[src/rtl/tile_match_pkg.sv]
// Shared types and constants for the tile-matching game engine.
package tile_match_pkg;

    typedef enum logic [1:0] {
        MENU = 2'd0,
        PLAY = 2'd1,
        END  = 2'd2
    } mode_t;

    typedef enum logic [1:0] {
        IDLE  = 2'd0,
        ONE   = 2'd1,
        TWO   = 2'd2,
        CHECK = 2'd3
    } play_t;

    // Wide enough for any colour width; the core takes the low COLOR_W bits.
    localparam logic [31:0] NO_COLOR = 32'hFFFF_FFFF;

endpackage

[src/rtl/tile_pick_enc.sv]
// Lowest-index priority encoder over selectable tiles (selected, unmatched, not excluded).
module tile_pick_enc #(
    parameter int N_TILES = 10,
    parameter int IDX_W   = 4
) (
    input  logic [N_TILES-1:0] sel,
    input  logic [N_TILES-1:0] matched,
    input  logic [IDX_W-1:0]   excl_idx,
    input  logic               excl_en,
    output logic               valid,
    output logic [IDX_W-1:0]   idx
);

    logic [N_TILES-1:0] elig;

    genvar gi;
    generate
        for (gi = 0; gi < N_TILES; gi++) begin : g_elig
            assign elig[gi] = sel[gi] & ~matched[gi] & ~(excl_en && (excl_idx == IDX_W'(gi)));
        end
    endgenerate

    // Scan downwards so the lowest eligible index is the last one written.
    always_comb begin
        valid = 1'b0;
        idx   = '0;
        for (int i = N_TILES - 1; i >= 0; i--) begin
            if (elig[i]) begin
                valid = 1'b1;
                idx   = IDX_W'(i);
            end
        end
    end

endmodule

[src/rtl/tile_match_core.sv]
// Tile-matching game engine: mode FSM, pick FSM, reveal timer, score and matched mask.
// Optional miss limit enabled with `define TILE_MISS_LIMIT_EN.
module tile_match_core
    import tile_match_pkg::*;
#(
    parameter int N_TILES    = 10,
    parameter int COLOR_W    = 4,
    parameter int REVEAL_CYC = 100000000,
    parameter int SCORE_W    = 8,
    parameter int MAX_MISSES = 15
) (
    input  logic                       CLOCK_50,
    input  logic                       userquit,
    input  logic                       start,
    input  logic [N_TILES-1:0]         sel,
    input  logic [N_TILES*COLOR_W-1:0] tile_colors,
    output logic [1:0]                 mode,
    output logic [N_TILES-1:0]         shown,
    output logic [N_TILES-1:0]         matched,
    output logic [COLOR_W-1:0]         color_a,
    output logic [COLOR_W-1:0]         color_b,
    output logic [SCORE_W-1:0]         score,
    output logic                       game_won
);

    localparam int IDX_W = $clog2(N_TILES);
    localparam int TMR_W = (REVEAL_CYC > 1) ? $clog2(REVEAL_CYC) : 1;
    localparam logic [COLOR_W-1:0] NONE_C = NO_COLOR[COLOR_W-1:0];

    mode_t              mode_reg, mode_next;
    play_t              play_reg, play_next;
    logic [N_TILES-1:0] matched_reg, matched_next;
    logic [N_TILES-1:0] pick_mask_reg, pick_mask_next;
    logic [IDX_W-1:0]   idx_a_reg, idx_a_next;
    logic [COLOR_W-1:0] color_a_reg, color_a_next;
    logic [COLOR_W-1:0] color_b_reg, color_b_next;
    logic [TMR_W-1:0]   timer_reg, timer_next;
    logic [SCORE_W-1:0] score_reg, score_next;
    logic               armed_reg, armed_next;
    logic [N_TILES-1:0] new_matched;
    logic               pick_valid;
    logic [IDX_W-1:0]   pick_idx;
    logic [COLOR_W-1:0] pick_color;
`ifdef TILE_MISS_LIMIT_EN
    localparam int MISS_W = $clog2(MAX_MISSES + 1);
    logic [MISS_W-1:0]  miss_reg, miss_next, miss_inc;
`endif

    tile_pick_enc #(
        .N_TILES (N_TILES),
        .IDX_W   (IDX_W)
    ) u_pick (
        .sel      (sel),
        .matched  (matched_reg),
        .excl_idx (idx_a_reg),
        .excl_en  (play_reg == ONE),
        .valid    (pick_valid),
        .idx      (pick_idx)
    );

    assign pick_color = tile_colors[pick_idx*COLOR_W +: COLOR_W];

    always_comb begin
        mode_next      = mode_reg;
        play_next      = play_reg;
        matched_next   = matched_reg;
        pick_mask_next = pick_mask_reg;
        idx_a_next     = idx_a_reg;
        color_a_next   = color_a_reg;
        color_b_next   = color_b_reg;
        timer_next     = timer_reg;
        score_next     = score_reg;
        armed_next     = armed_reg;
        new_matched    = matched_reg;
`ifdef TILE_MISS_LIMIT_EN
        miss_next      = miss_reg;
        miss_inc       = miss_reg + 1'b1;
`endif
        unique case (mode_reg)
            MENU: begin
                if (start) begin
                    mode_next      = PLAY;
                    play_next      = IDLE;
                    matched_next   = '0;
                    pick_mask_next = '0;
                    color_a_next   = NONE_C;
                    color_b_next   = NONE_C;
                    timer_next     = '0;
                    score_next     = '0;
`ifdef TILE_MISS_LIMIT_EN
                    miss_next      = '0;
`endif
                end
            end
            PLAY: begin
                unique case (play_reg)
                    IDLE: begin
                        if (pick_valid) begin
                            idx_a_next     = pick_idx;
                            pick_mask_next = N_TILES'(1) << pick_idx;
                            color_a_next   = pick_color;
                            play_next      = ONE;
                        end
                    end
                    ONE: begin
                        if (pick_valid) begin
                            pick_mask_next = pick_mask_reg | (N_TILES'(1) << pick_idx);
                            color_b_next   = pick_color;
                            timer_next     = '0;
                            play_next      = TWO;
                        end
                    end
                    TWO: begin
                        if (timer_reg == TMR_W'(REVEAL_CYC - 1)) begin
                            timer_next = '0;
                            play_next  = CHECK;
                        end else begin
                            timer_next = timer_reg + 1'b1;
                        end
                    end
                    CHECK: begin
                        if (score_reg != '1) begin
                            score_next = score_reg + 1'b1;
                        end
                        if (color_a_reg == color_b_reg) begin
                            new_matched = matched_reg | pick_mask_reg;
                        end
                        matched_next   = new_matched;
                        pick_mask_next = '0;
                        color_a_next   = NONE_C;
                        color_b_next   = NONE_C;
                        play_next      = IDLE;
                        // Win is judged on the updated mask and beats the miss limit.
                        if (&new_matched) begin
                            mode_next  = END;
                            armed_next = 1'b0;
                        end
`ifdef TILE_MISS_LIMIT_EN
                        else if (color_a_reg != color_b_reg) begin
                            miss_next = miss_inc;
                            if (miss_inc == MISS_W'(MAX_MISSES)) begin
                                mode_next  = END;
                                armed_next = 1'b0;
                            end
                        end
`endif
                    end
                    default: play_next = IDLE;
                endcase
            end
            END: begin
                // start must be seen low once in END before it can return to MENU.
                if (start && armed_reg) begin
                    mode_next = MENU;
                end else if (!start) begin
                    armed_next = 1'b1;
                end
            end
            default: mode_next = MENU;
        endcase
    end

    always_ff @(posedge CLOCK_50) begin
        if (userquit) begin
            mode_reg      <= MENU;
            play_reg      <= IDLE;
            matched_reg   <= '0;
            pick_mask_reg <= '0;
            idx_a_reg     <= '0;
            color_a_reg   <= NONE_C;
            color_b_reg   <= NONE_C;
            timer_reg     <= '0;
            score_reg     <= '0;
            armed_reg     <= 1'b0;
`ifdef TILE_MISS_LIMIT_EN
            miss_reg      <= '0;
`endif
        end else begin
            mode_reg      <= mode_next;
            play_reg      <= play_next;
            matched_reg   <= matched_next;
            pick_mask_reg <= pick_mask_next;
            idx_a_reg     <= idx_a_next;
            color_a_reg   <= color_a_next;
            color_b_reg   <= color_b_next;
            timer_reg     <= timer_next;
            score_reg     <= score_next;
            armed_reg     <= armed_next;
`ifdef TILE_MISS_LIMIT_EN
            miss_reg      <= miss_next;
`endif
        end
    end

    assign mode     = mode_reg;
    assign shown    = matched_reg | pick_mask_reg;
    assign matched  = matched_reg;
    assign color_a  = color_a_reg;
    assign color_b  = color_b_reg;
    assign score    = score_reg;
    assign game_won = (mode_reg == END) && (&matched_reg);

endmodule

[config.mk]
export PLATFORM = sky130hd
export DESIGN_NAME = tile_match_core
export DESIGN_NICKNAME = d
export VERILOG_FILES = /design/src/rtl/tile_match_pkg.sv /design/src/rtl/tile_pick_enc.sv /design/src/rtl/tile_match_core.sv
export SDC_FILE = /design/constraint.sdc
export NUM_CORES = 1
export LEC_CHECK = 0
export CAP_MARGIN = 10
export CORE_MARGIN = 4
export CORE_UTILIZATION = 35
export DETAILED_ROUTE_END_ITERATION = 8
export PLACE_DENSITY = 0.57
export SLEW_MARGIN = 20
export SYNTH_ARGS = -nofsm -noshare
export SYNTH_HDL_FRONTEND = slang
export SYNTH_SLANG_ARGS = --single-unit
[constraint.sdc]
create_clock -name CLOCK_50 -period 2.94 [get_ports CLOCK_50]
set_input_delay 0.882 -clock CLOCK_50 [delete_from_list [all_inputs] [get_ports CLOCK_50]]
set_output_delay 0.882 -clock CLOCK_50 [all_outputs]
set_load 0.05 [all_outputs]
==> flow_summary.json, run 1 <==
{
  "yosys-mux-area-fraction_pct": 1.15,
  "synth_area_leader_cell": "dfxtp_1",
  "port-buffer-count": 91,
  "r2r_setup_slack_ns": 0.08,
  "ys_warn_count": 0,
  "grt_pass1_wl_um": 23500,
  "grt_max_degree": 33,
  "vias": 4817,
  "drv_slew": 0,
  "dp_hpwl_um": 11300,
  "period_needed_ns": 2.88,
  "firstDrtPassIters": 5,
  "crit_required_ns": 3.21,
  "drt-vias-per-instance": 5.50,
  "place.gp.congestion": 0.852,
  "yosys-top-cells-area": "dfxtp_1 32%, nor2_1 4.4%, a21oi_1 3.8%",
  "syn-num-nets": 602,
  "fin_crit_sh_pct": 98.0,
  "synthXorXnorAreaFrac_pct": 4.91,
  "largest_reg_flops": 27,
  "antenna_found_initial": 0,
  "numCtsBuffers": 9,
  "hold_viol": 0,
  "r2r-end": "color_b[1]$_SDFFE_PP1P_",
  "whs_ns": 0.480,
  "dieArea_mm2": 0.0146,
  "rows": 40,
  "drv_cap": 0,
  "synth_area_mm2": 0.00446,
  "synth_edf_count": 0,
  "worst_path_most_repeated_cell": "a21oi_2",
  "ys_ff_latch": 72,
  "synth_flop_cell": "dfxtp_1",
  "yosys.area_share.adder_pct": 1.96,
  "crit_fanout": 4,
  "power_mw": 2.68,
  "groute.usage.overall_pct": 20.1,
  "synth_top_family_by_area": "simple AND/OR/NAND/NOR gates",
  "clockRootBuffer": "clkbuf_16",
  "wl_per_cell_um": 17.0,
  "power_density_mw_per_mm2": 398,
  "ys_types": 77,
  "reg2reg_depth": 11,
  "ys_top_cells_by_count": "72 x dfxtp_1, 52 x nor2_1, 37 x nand2_1, 34 x a21oi_1, 20 x nand3_1",
  "die_x_um": 121,
  "synth_most_common_cell": "dfxtp_1",
  "initial_utilization_pct": 36.4,
  "vdd_drop_max_mv": 0.260,
  "drive_gt1_share_pct": 24.7,
  "synth_cells": 542,
  "crit_chain": "clkdlybuf4s50_1 > nor2b_4 > o21ai_2 > a21oi_2 > nor4_4 > or4_4 > or4b_4 > a21oi_2",
  "cts_buffer_depth": 2,
  "fp.dieH_um": 121,
  "seq_area_frac_synth_pct": 32.3,
  "critPathKind": "in -> reg",
  "diodes": 0,
  "worst_pin_slew_ns": 0.521,
  "yosys.area.top_type_share_pct": 32.3,
  "report.final.setup_viol": 0,
  "async_flop_share_pct": 0,
  "worstSkewPairLatency_ns": 0.34,
  "grt.overflow.total": 0,
  "min_from": "timer_reg[26]$_SDFFE_PP0P_",
  "core_mm2": 0.0123,
  "worstHoldPathCells": 2,
  "min_to": "timer_reg[26]$_SDFFE_PP0P_",
  "status": "complete, no violations",
  "clock_skew_ns": 0.00730,
  "setup.worst_path.end_class": "flip-flop",
  "drc": 0,
  "max_freq_mhz": 347,
  "drt_wl_total_um": 14900,
  "synth_simple_gate_area_share_pct": 31.4,
  "cts_hold_buffers": 0,
  "first_global_vias": 4599,
  "slowest_delay_ns": 0.53,
  "nFillCells": 1160,
  "syn2layout_area_growth_pct": 51.0,
  "cts_tree": "yes",
  "min_path_type": "reg -> reg",
  "path_clk_slew_ns": 0.05,
  "start_kind": "primary input",
  "cp.arrival_ns": 3.15,
  "numClockSinks": 72,
  "synth.avg_cell_area_um2": 8.23,
  "r2r-start": "play_reg[1]$_SDFFE_PP0P_",
  "cts_max_level": 3,
  "p_leak_nw": 2.50,
  "slew_headroom_pct": 65.2,
  "pin_count": 92,
  "critPathSlowestCell": "or4_4",
  "synth_compound_area_share_pct": 23.6,
  "nets": 763,
  "drt-initial-drc-count": 378,
  "drtAntennaViolNets": 0
}
-- layer usage --
metal / share of wire, % / GRT usage, % / up-vias
li1: - / - / 2365
met1: 47 / 27.8 / 2295
met2: 46 / 31.5 / 139
met3: 5.2 / 3.31 / 18
met4: 1.7 / 7.08 / 0
met5: 0 / 0 / -
-- worst max-delay path by stage --
| stage | slack, ns | end | start |
|---|---|---|---|
| 4_1_cts | -0.0006 | timer_reg[9]$_SDFFE_PP0P_ | sel[3] |
| 3_5_place_dp | -0.49 | timer_reg[21]$_SDFFE_PP0P_ | sel[1] |
| 6_report | 0.06 | timer_reg[9]$_SDFFE_PP0P_ | sel[7] |
| 2_1_floorplan | 0.06 | timer_reg[11]$_SDFFE_PP0P_ | sel[7] |
| 3_3_place_gp | -0.44 | timer_reg[9]$_SDFFE_PP0P_ | sel[7] |
| 5_1_grt | -0.05 | color_b[1]$_SDFFE_PP1P_ | play_reg[1]$_SDFFE_PP0P_ |
-- placed cells by master, fill, tap and decap left out, types with 13 or more instances in the layout --
master and count:
and3_1 13, a21oi_1 32, nand3_1 20, dfxtp_1 70
xnor2_1 15, inv_1 18, buf_4 83, nor2_1 52
nor4_1 15, nand2_1 36, clkdlybuf4s50_1 86
-- logic make-up after synthesis --
logic type                 Yosys count
xor gates and xnor gates            25
adders and majority gates            7
and+or+nand+nor                    244
muxes                                5
buffers and inverters               49
DFF                                 72
AOI/OAI and AO/OA                  140
-- stage by stage --
step	utilization (%)	setup WS, ns	area, µm²	setup TNS [ns]	cells
floorplan	-	0.0589	4470	0	542
global placement	49.7	-0.436	6090	-17.70	853
detailed placement	49.7	-0.492	6090	-20.51	853
CTS	52.5	-0.000557	6440	-0.000557	870
global route	54.9	-0.0548	6740	-0.125	876
finish	54.9	0.0576	6740	0	876
-- cell type report --
cell class / count / area (µm²) / share of cell area (%)
clock buffers: 14 / 274 / 4.07
clock inverters: 2 / 12.5 / 0.186
inverters: 19 / 71.3 / 1.06
multi-input cells: 422 / 3110 / 46.2
flip-flops and latches: 72 / 1440 / 21.4
well taps: 168 / 210 / 3.12
repair buffers: 179 / 1620 / 24.0
-- what timing repair did --
action | in CTS | in global routing
buffers inserted | 0 | 6
cloned | 1 | 0
resized for setup | 16 | 51
setup endpoints to repair | 46 | 47
pin swaps | 4 | 19
-- where the power goes --
group | switching, mW | total, mW | internal, mW
registers | 0.0249 | 1.02 | 0.992
logic | 0.324 | 0.616 | 0.292
clock network | 0.405 | 1.04 | 0.639
total | 0.754 | 2.68 | 1.92
-- critical path, delay by kind of cell --
kind / cells / cell delay, ns
AO/OA/AOI/OAI: 3 / 0.46
buffers and inverters: 1 / 0.47
AND/OR/NAND/NOR: 4 / 1.33
Note: power is estimated with default switching activity, not from simulation.
==> run 2: changes to the inputs <==
--- a/config.mk
+++ b/config.mk
@@ -9,7 +9,7 @@
 export CORE_MARGIN = 4
 export CORE_UTILIZATION = 35
 export DETAILED_ROUTE_END_ITERATION = 8
-export PLACE_DENSITY = 0.57
+export PLACE_DENSITY = 0.55
 export SLEW_MARGIN = 20
 export SYNTH_ARGS = -nofsm -noshare
 export SYNTH_HDL_FRONTEND = slang
==> constraint.sdc (replaced) <==
create_clock -name CLOCK_50 -period 2.9 [get_ports CLOCK_50]
set_input_delay 0.87 -clock CLOCK_50 [delete_from_list [all_inputs] [get_ports CLOCK_50]]
set_output_delay 0.87 -clock CLOCK_50 [all_outputs]
set_load 0.05 [all_outputs]
==> run 2 against run 1 <==
Compared with the run above:
- clock skew shrank 0.0014 ns
- global-route usage grew 0.085 points
- clock-buffer cell count shrank 4
- register-to-register slack is essentially flat
- routed wire length is essentially flat
- worst hold slack gained 0.0057 ns
- total power grew 5.8%
- critical path depth grew 2
- combinational power shrank 2%
- core utilization shrank 0.19 points
==> flow_summary.json, run 2 (synthesis gave the netlist of run 1 again) <==
{
  "status": "complete, no violations",
  "cts_max_level": 3,
  "start_kind": "primary input",
  "slew_headroom_pct": 65.2,
  "dp_hpwl_um": 11400,
  "antenna_found_initial": 0,
  "drive_gt1_share_pct": 25.0,
  "numCtsBuffers": 9,
  "dieArea_mm2": 0.0146,
  "pin_count": 92,
  "final_cells": 871,
  "final_common_cell": "clkdlybuf4s50_1",
  "setup.worst_path.end_class": "flip-flop",
  "grt.overflow.total": 0,
  "die_x_um": 121,
  "numClockSinks": 72,
  "hold_viol": 0,
  "max_freq_mhz": 351,
  "initial_utilization_pct": 36.4,
  "report.final.setup_viol": 0,
  "first_global_vias": 4603,
  "clock_skew_ns": 0.00592,
  "drt-initial-drc-count": 289,
  "placed_cells": 848,
  "drv_cap": 0,
  "critPathKind": "in -> reg",
  "crit_buf_inv": 3,
  "worst_pin_slew_ns": 0.520,
  "min_from": "timer_reg[26]$_SDFFE_PP0P_",
  "drtAntennaViolNets": 0,
  "wl_per_cell_um": 17.1,
  "r2r-start": "play_reg[1]$_SDFFE_PP0P_",
  "syn2layout_area_growth_pct": 50.4,
  "vias": 4757,
  "critPathTopFamily": "compound AO/OA/AOI/OAI gates",
  "firstDrtPassIters": 5,
  "path_clk_slew_ns": 0.06,
  "place.gp.congestion": 0.846,
  "core_mm2": 0.0123,
  "placed_cell_area_mm2": 0.00607,
  "final_area_mm2": 0.00671,
  "diodes": 0,
  "port-buffer-count": 91,
  "grt_max_degree": 32,
  "drv_slew": 0,
  "crit_chain": "clkdlybuf4s50_1 > nor2b_4 > o21a_1 > buf_4 > a211o_1 > a21oi_2 > buf_4 > nor2_2 > or3_4 > a2bb2o_1",
  "largest_reg_flops": 27,
  "grt_pass1_wl_um": 23600,
  "fp.dieH_um": 121,
  "drt_wl_total_um": 14900,
  "groute.usage.overall_pct": 20.2,
  "drc": 0,
  "critPathSlowestCell": "clkdlybuf4s50_1",
  "cts_buffer_depth": 2,
  "rows": 40,
  "slowest_delay_ns": 0.40,
  "rsz0062_at_grt": "true",
  "p_leak_nw": 2.50,
  "vdd_drop_max_mv": 0.233,
  "drt-vias-per-instance": 5.46,
  "worst_path_most_repeated_cell": "buf_4",
  "crit_path_start": "sel[5]",
  "cts_tree": "yes",
  "crit_required_ns": 3.18,
  "crit_fanout": 5,
  "worstSkewPairLatency_ns": 0.34,
  "cp.arrival_ns": 3.13,
  "clockRootBuffer": "clkbuf_16",
  "nets": 758,
  "mostFrequentLayoutCells": "86 x clkdlybuf4s50_1, 82 x buf_4, 71 x dfxtp_1",
  "period_needed_ns": 2.85,
  "fin_crit_sh_pct": 98.3,
  "min_path_type": "reg -> reg",
  "power_density_mw_per_mm2": 422
}
[run 2: final timing paths]
check / endpoint / slack, ns / cells past startpoint
setup reg to reg: color_a[1]$_SDFFE_PP1P_ / 0.09 / 11
setup / recovery: pick_mask_reg[4]$_SDFFE_PP0P_ / 0.05 / 10
hold reg to reg: timer_reg[26]$_SDFFE_PP0P_ / 0.49 / 2
hold / removal: timer_reg[26]$_SDFFE_PP0P_ / 0.49 / 2
[run 2: routing by layer]
metal / global-route usage (%) / share of wire, % / vias to the layer above
met5: 0 / 0 / -
met4: 7.22 / 1.9 / 0
met3: 3.36 / 4.6 / 21
met2: 31.1 / 46 / 131
met1: 28.3 / 47 / 2253
li1: - / - / 2352
[run 2: worst min-delay path, stage by stage (launching register included)]
cell and delay [ns]:
dfxtp_1 0.32, o31ai_1 0.07, a21oi_1 0.05
[run 2: layout make-up]
| type | instances | area, µm² |
|---|---|---|
| clock inverters | 6 | 82.6 |
| clock buffers | 10 | 239 |
| fillers | 1185 | 5550 |
| well taps | 168 | 210 |
| repair buffers | 175 | 1580 |
| flip-flops and latches | 72 | 1440 |
| inverters | 19 | 71.3 |
| multi-input cells | 421 | 3090 |
[run 2: power by group]
part	total (mW)	internal, mW	switching (mW)
registers	1.03	1.01	0.0246
clock network	1.20	0.771	0.429
logic	0.603	0.283	0.319
[run 2: metrics by stage]
step / util [%] / power, mW / worst slack (ns) / TNS [ns] / hold slack [ns]
after global routing: 54.8 / 2.95 / -0.0226 / -0.0715 / 0.514
after floorplan: - / 1.33 / 0.0309 / 0 / 0.447
after CTS: 52.6 / 2.82 / -0.00521 / -0.00521 / 0.485
after global placement: 49.5 / 1.59 / -0.460 / -17.58 / 0.467
after detailed placement: 49.5 / 1.60 / -0.528 / -20.06 / 0.473
final: 54.8 / 2.83 / 0.0507 / 0 / 0.485
[run 2: what timing repair did]
item	4_1_cts	5_1_grt
hold buffers	0	0
endpoints found under the hold margin	0	0
setup buffers	0	7
gates resized for setup	18	49
pin swaps	5	18
endpoints found under the setup margin	42	50
==> edit 1 (settings of run 2) <==
Put a register stage on the outputs `shown` and `game_won`, without a reset. The values now appear one clock later. The other outputs are not delayed to match.
--- a/src/rtl/tile_match_core.sv
+++ b/src/rtl/tile_match_core.sv
@@ -193,12 +193,14 @@
     end
 
     assign mode     = mode_reg;
-    assign shown    = matched_reg | pick_mask_reg;
     assign matched  = matched_reg;
     assign color_a  = color_a_reg;
     assign color_b  = color_b_reg;
     assign score    = score_reg;
-    assign game_won = (mode_reg == END) && (&matched_reg);
+    always_ff @(posedge CLOCK_50) begin
+        shown    <= matched_reg | pick_mask_reg;
+        game_won <= (mode_reg == END) && (&matched_reg);
+    end
 
 endmodule
 
Function: changed (a bounded check fails within 4 cycles, from zero or initial values).
==> edit 1 against run 2 <==
- synthesized area is 0.11% higher
- final area hardly changed
- via count is 5.6% lower
- power is 0.32% lower
- fmax is 1.9% higher
- routed wire length is 8.2% lower
- sequential cell count is 11 higher
- first-iteration DRC count is 22% lower
- clock power is 9% lower
- sequential share of layout area is 3.3 points higher
- non-clock buffer count is 5 lower
- worst setup slack better by 0.052 ns
- critical path type is now flip-flop to flip-flop
- largest cell class unchanged
- highest routed layer unchanged
==> edit 1: results (changes against run 2) <==
M1 GR Usage: 0.2373 (-0.04553)
register area: 1665 sq um (+15%)
outcome: completed
clock group power: 1.09 mW (-9%)
met3 WL: 559 um (-19%)
Multi-Input Combinational: 417 (-0.95%)
RD Place Congestion: 0.8701 (+2.8%)
Final nets: 753 (-0.66%)
clock-cell share of area: 0.04287 (-0.005024)
synth top area cells: dfxtp_1 (37%), nor2_1 (5.8%), nand2_1 (4.5%)
1st-iter DRT viols: 225 (-22%)
DRT Pass-1 Iters: 4 (-1)
Largest stage delay, worst path: 0.51 ns (+0.11 ns)
Fmax: 357.5 MHz (+1.9%)
HPWL Detailed: 10490 um (-8.1%)
Syn Inst Count: 535 (-1.3%)
DP Area: 5987 sq um (-1.4%)
Total Routed Length: 13710 um (-8.2%)
Yosys top cell area share: 0.3719 (+0.04892)
CP Data Arrival Time: 3.02 ns (-0.11 ns)
clk_skew: 0.01182 ns (+0.005907 ns)
Synth cell types: 67 (-13%)
Leakage: 2.553 nW (+2.1%)
crit-path leading delay family: simple AND/OR/NAND/NOR gates
largest net degree at the start of global routing: 28 (-13%)
Pwr top: sequential cells
Vias: 4492 (-5.6%)
area grow syn2layout: 50.24%
fill count: 1173 (-1.0%)
layout cells sized above 1: 0.2479 (-0.002505)
Seq/Total Area, Yosys: 0.3719 (+0.04892)
Sw Pwr: 785.7 uW (+1.6%)
number of non-clock inverters in the layout: 12 (-7)
Vias/cell: 5.163 (-5.5%)
Synth top cells by count: dfxtp_1 (83), nor2_1 (69), nand2_1 (54)
Worst VDD drop: 0.3677 mV (+58%)
vias in the first global route: 4432 (-3.7%)
Min Hold Slack: 0.4840 ns (-0.001214 ns)
WL met1: 5992 um (-15%)
buffering overhead: 0.2296 (-0.005547)
FP Rows: 41 (+2.5%)
Comb pwr share: 0.194 (-0.019)
edit 1: changes by cell type after synthesis, moves of 7 or more:
| cell | change |
|---|---|
| nand2_1 | +17 |
| nor2_1 | +17 |
| mux2i_1 | +15 |
| dfxtp_1 | +11 |
| nor4_1 | -10 |
| o21ai_0 | +10 |
| xor2_1 | +10 |
| nor3_1 | -8 |
| a22o_1 | -7 |
| clkbuf_1 | -7 |
| inv_1 | -7 |
edit 1: kinds of logic after synthesis:
kind of cell | count (synthesis) | share of synthesized area
AND/OR/NAND/NOR | 247 | 0.2862
AO/OA/AOI/OAI | 112 | 0.1784
flip-flops | 83 | 0.3719
buffers and inverters | 35 | 0.03612
XOR/XNOR | 29 | 0.05685
multiplexers | 22 | 0.05096
adder cells (fa/ha/maj) | 7 | 0.01960
edit 1: what timing repair did:
item | CTS | global route
setup endpoints to repair | 35 | 28
hold endpoints to repair | 0 | 0
setup buffers | 8 | 3
gates resized for setup | 57 | 33
pin swaps | 25 | 24
hold buffers | 0 | 0
cloned | 2 | 0
==> edit 2 (settings of run 2) <==
Without the edit above. The option `TILE_MISS_LIMIT_EN` is turned on by a define.
--- a/src/rtl/tile_match_core.sv
+++ b/src/rtl/tile_match_core.sv
@@ -1,5 +1,7 @@
 // Tile-matching game engine: mode FSM, pick FSM, reveal timer, score and matched mask.
 // Optional miss limit enabled with `define TILE_MISS_LIMIT_EN.
+`define TILE_MISS_LIMIT_EN
+
 module tile_match_core
     import tile_match_pkg::*;
 #(
Function: same outputs for any inputs over 4 cycles, from zero or initial values; that may be too few to reach the edited logic, so the function may still have changed.
==> edit 2 against run 2 <==
- final area decreased by 3.7%
- power decreased by 2.1%
- fmax increased by 0.31%
- worst setup slack improved by 0.0089 ns
- sequential cell count increased by 4
- routed wire length decreased by 5.4%
- synthesized area decreased by 1.2%
- clock skew increased by 0.0037 ns
- critical endpoint is now timer_reg[21]$_SDFFE_PP0P_
- largest cell class unchanged
==> edit 2: results (changes against run 2) <==
crit path max fanout: 3 (-2)
Num CTS Buffers: 9 (unchanged)
synth top area cells: dfxtp_1 (35%), a21oi_1 (6.2%), nor2_1 (5.6%)
Vias/cell: 5.235 (-4.1%)
largest net degree at the start of global routing: 28 (-13%)
first-pass GRT wire length: 22200 um (-5.9%)
vias in the first global route: 4488 (-2.5%)
CTS H-tree lvls: 3 (unchanged)
antenna cells: 0 (unchanged)
FF-to-FF Start: play_reg[1]$_SDFFE_PP0P_
hold_sp: pick_mask_reg[4]$_SDFFE_PP0P_
drt wl/cell: 15.91 um (-7.2%)
Largest stage delay, worst path: 0.46 ns (+0.06 ns)
reg2reg end: color_b[1]$_SDFFE_PP1P_
DP Worst Slack: -0.5676 ns (-0.03927 ns)
HP Class: flip-flop to flip-flop
clk_skew: 0.009651 ns (+0.003736 ns)
Synth cell types: 61 (-21%)
1st-iter DRT viols: 324 (+12%)
Leakage: 2.404 nW (-3.8%)
fill count: 1198 (+1.1%)
HPWL Detailed: 10640 um (-6.9%)
clock slew seen by the registers of the worst setup and hold paths: 0.06 ns (about the same)
Syn Inst Count: 566 (+4.4%)
Warnings, synthesis: 0 (unchanged)
outcome: completed
hold path cells: 2 (unchanged)
crit-path leading delay family: compound AO/OA/AOI/OAI gates
Worst Hold Path EP: pick_mask_reg[4]$_SDFFE_PP0P_
Slew HR: 0.6304 (-0.02181)
layout cells sized above 1: 0.1833 (-0.06702)
Setup crit start: sel[8]
Largest register FFs: 27 (unchanged)
Non-Filler Instances: 888 (+2.0%)
Worst VDD drop: 0.2378 mV (+1.9%)
placed cell count: 864 (+1.9%)
r2r worst-path depth: 12 (+1)
Synth Net Count: 628 (+4.3%)
RD Place Congestion: 0.8438 (-0.31%)
DRT Pass-1 Iters: 4 (-1)
clk root buf: clkbuf_16
I/O Buffers: 91 (unchanged)
antenna viol nets, final: 0 (unchanged)
Global Route Usage Sum: 0.1880 (-0.01360)
Synth top cells by count: dfxtp_1 (76), nor2_1 (66), nand2_1 (58)
Final nets: 777 (+2.5%)
CP Data Arrival Time: 3.10 ns (-0.03 ns)
ys async rst share: 0 (unchanged)
CP max-delay cell: clkdlybuf4s50_1
DP Area: 5919 sq um (-2.5%)
reg2reg setup slack: 0.10 ns
Seq/Total Area, Yosys: 0.3451 (+0.02210)
-- edit 2: cell count changes in the layout (fill, tap and decap cells not counted), moves of 8 or more --
cell / run 2 / this run
o21ai_0: 8 / 21
nor4_1: 15 / 4
buf_4: 82 / 62
nor2_1: 49 / 65
mux2i_1: 4 / 13
nand2_1: 36 / 57
a21oi_1: 31 / 53
a22oi_1: 10 / 2
-- edit 2: layout make-up --
type	count	share of cell area
multi-input combinational	446	0.4431
sequential	76	0.2352
timing repair buffer	160	0.2255
clock buffer	13	0.04023
tap	168	0.03250
inverter	22	0.01277
clock inverter	3	0.01064
-- edit 2: logic make-up (layout without fill, tap and decap cells) --
logic type               count (synthesis)  count (layout)  synth area share
multiplexers                            18              18           0.04228
buffers and inverters                   44             198           0.04398
adder cells (fa/ha/maj)                  9               9           0.02554
AO/OA/AOI/OAI                          128             128            0.1830
XOR/XNOR                                27              27           0.05363
AND/OR/NAND/NOR                        264             264            0.3065
flip-flops                              76              76            0.3451
-- edit 2: stage by stage --
stage / utilization / hold WS, ns / power, mW
after floorplan: - / 0.4387 / 1.319
after global placement: 0.4867 / 0.4521 / 1.528
after detailed placement: 0.4867 / 0.4642 / 1.532
after CTS: 0.5229 / 0.4724 / 2.778
after global routing: 0.5319 / 0.4871 / 2.874
final: 0.5319 / 0.4672 / 2.775
-- edit 2: per-layer routing --
layer,vias to the layer above,global-route usage,part of all wire
li1,2334,-,-
met1,2204,0.2498,0.47
met2,102,0.3154,0.49
met3,9,0.03227,0.036
met4,0,0.05170,0.0090
met5,-,0,0
-- edit 2: how the worst max path moves through the flow --
stage,end,slack [ns],cells past startpoint
2_1_floorplan,timer_reg[23]$_SDFFE_PP0P_,0.001,8
3_3_place_gp,timer_reg[26]$_SDFFE_PP0P_,-0.54,9
3_5_place_dp,timer_reg[26]$_SDFFE_PP0P_,-0.57,9
4_1_cts,timer_reg[23]$_SDFFE_PP0P_,0.001,10
5_1_grt,timer_reg[26]$_SDFFE_PP0P_,-0.02,10
6_report,timer_reg[21]$_SDFFE_PP0P_,0.06,11
-- edit 2: worst reg2reg max path, delay by kind of cell (launching register included) --
kind | cells | cell delay [ns]
muxes | 2 | 0.60
AOI/OAI and AO/OA | 4 | 0.69
adders and majority gates | 1 | 0.20
buffers and inverters | 3 | 0.41
and+or+nand+nor | 2 | 0.46
DFF | 1 | 0.31
-- edit 2: where the power goes --
group,switching (mW),internal (mW)
sequential,0.0160,1.06
clock,0.431,0.803
combinational,0.241,0.227
total,0.688,2.09
-- edit 2: what timing repair did --
item	CTS	global route
pin swaps	13	6
buffers inserted	5	1
gates cloned	0	2
gates resized for setup	25	23
hold endpoints to repair	0	0
endpoints found under the setup margin	35	30
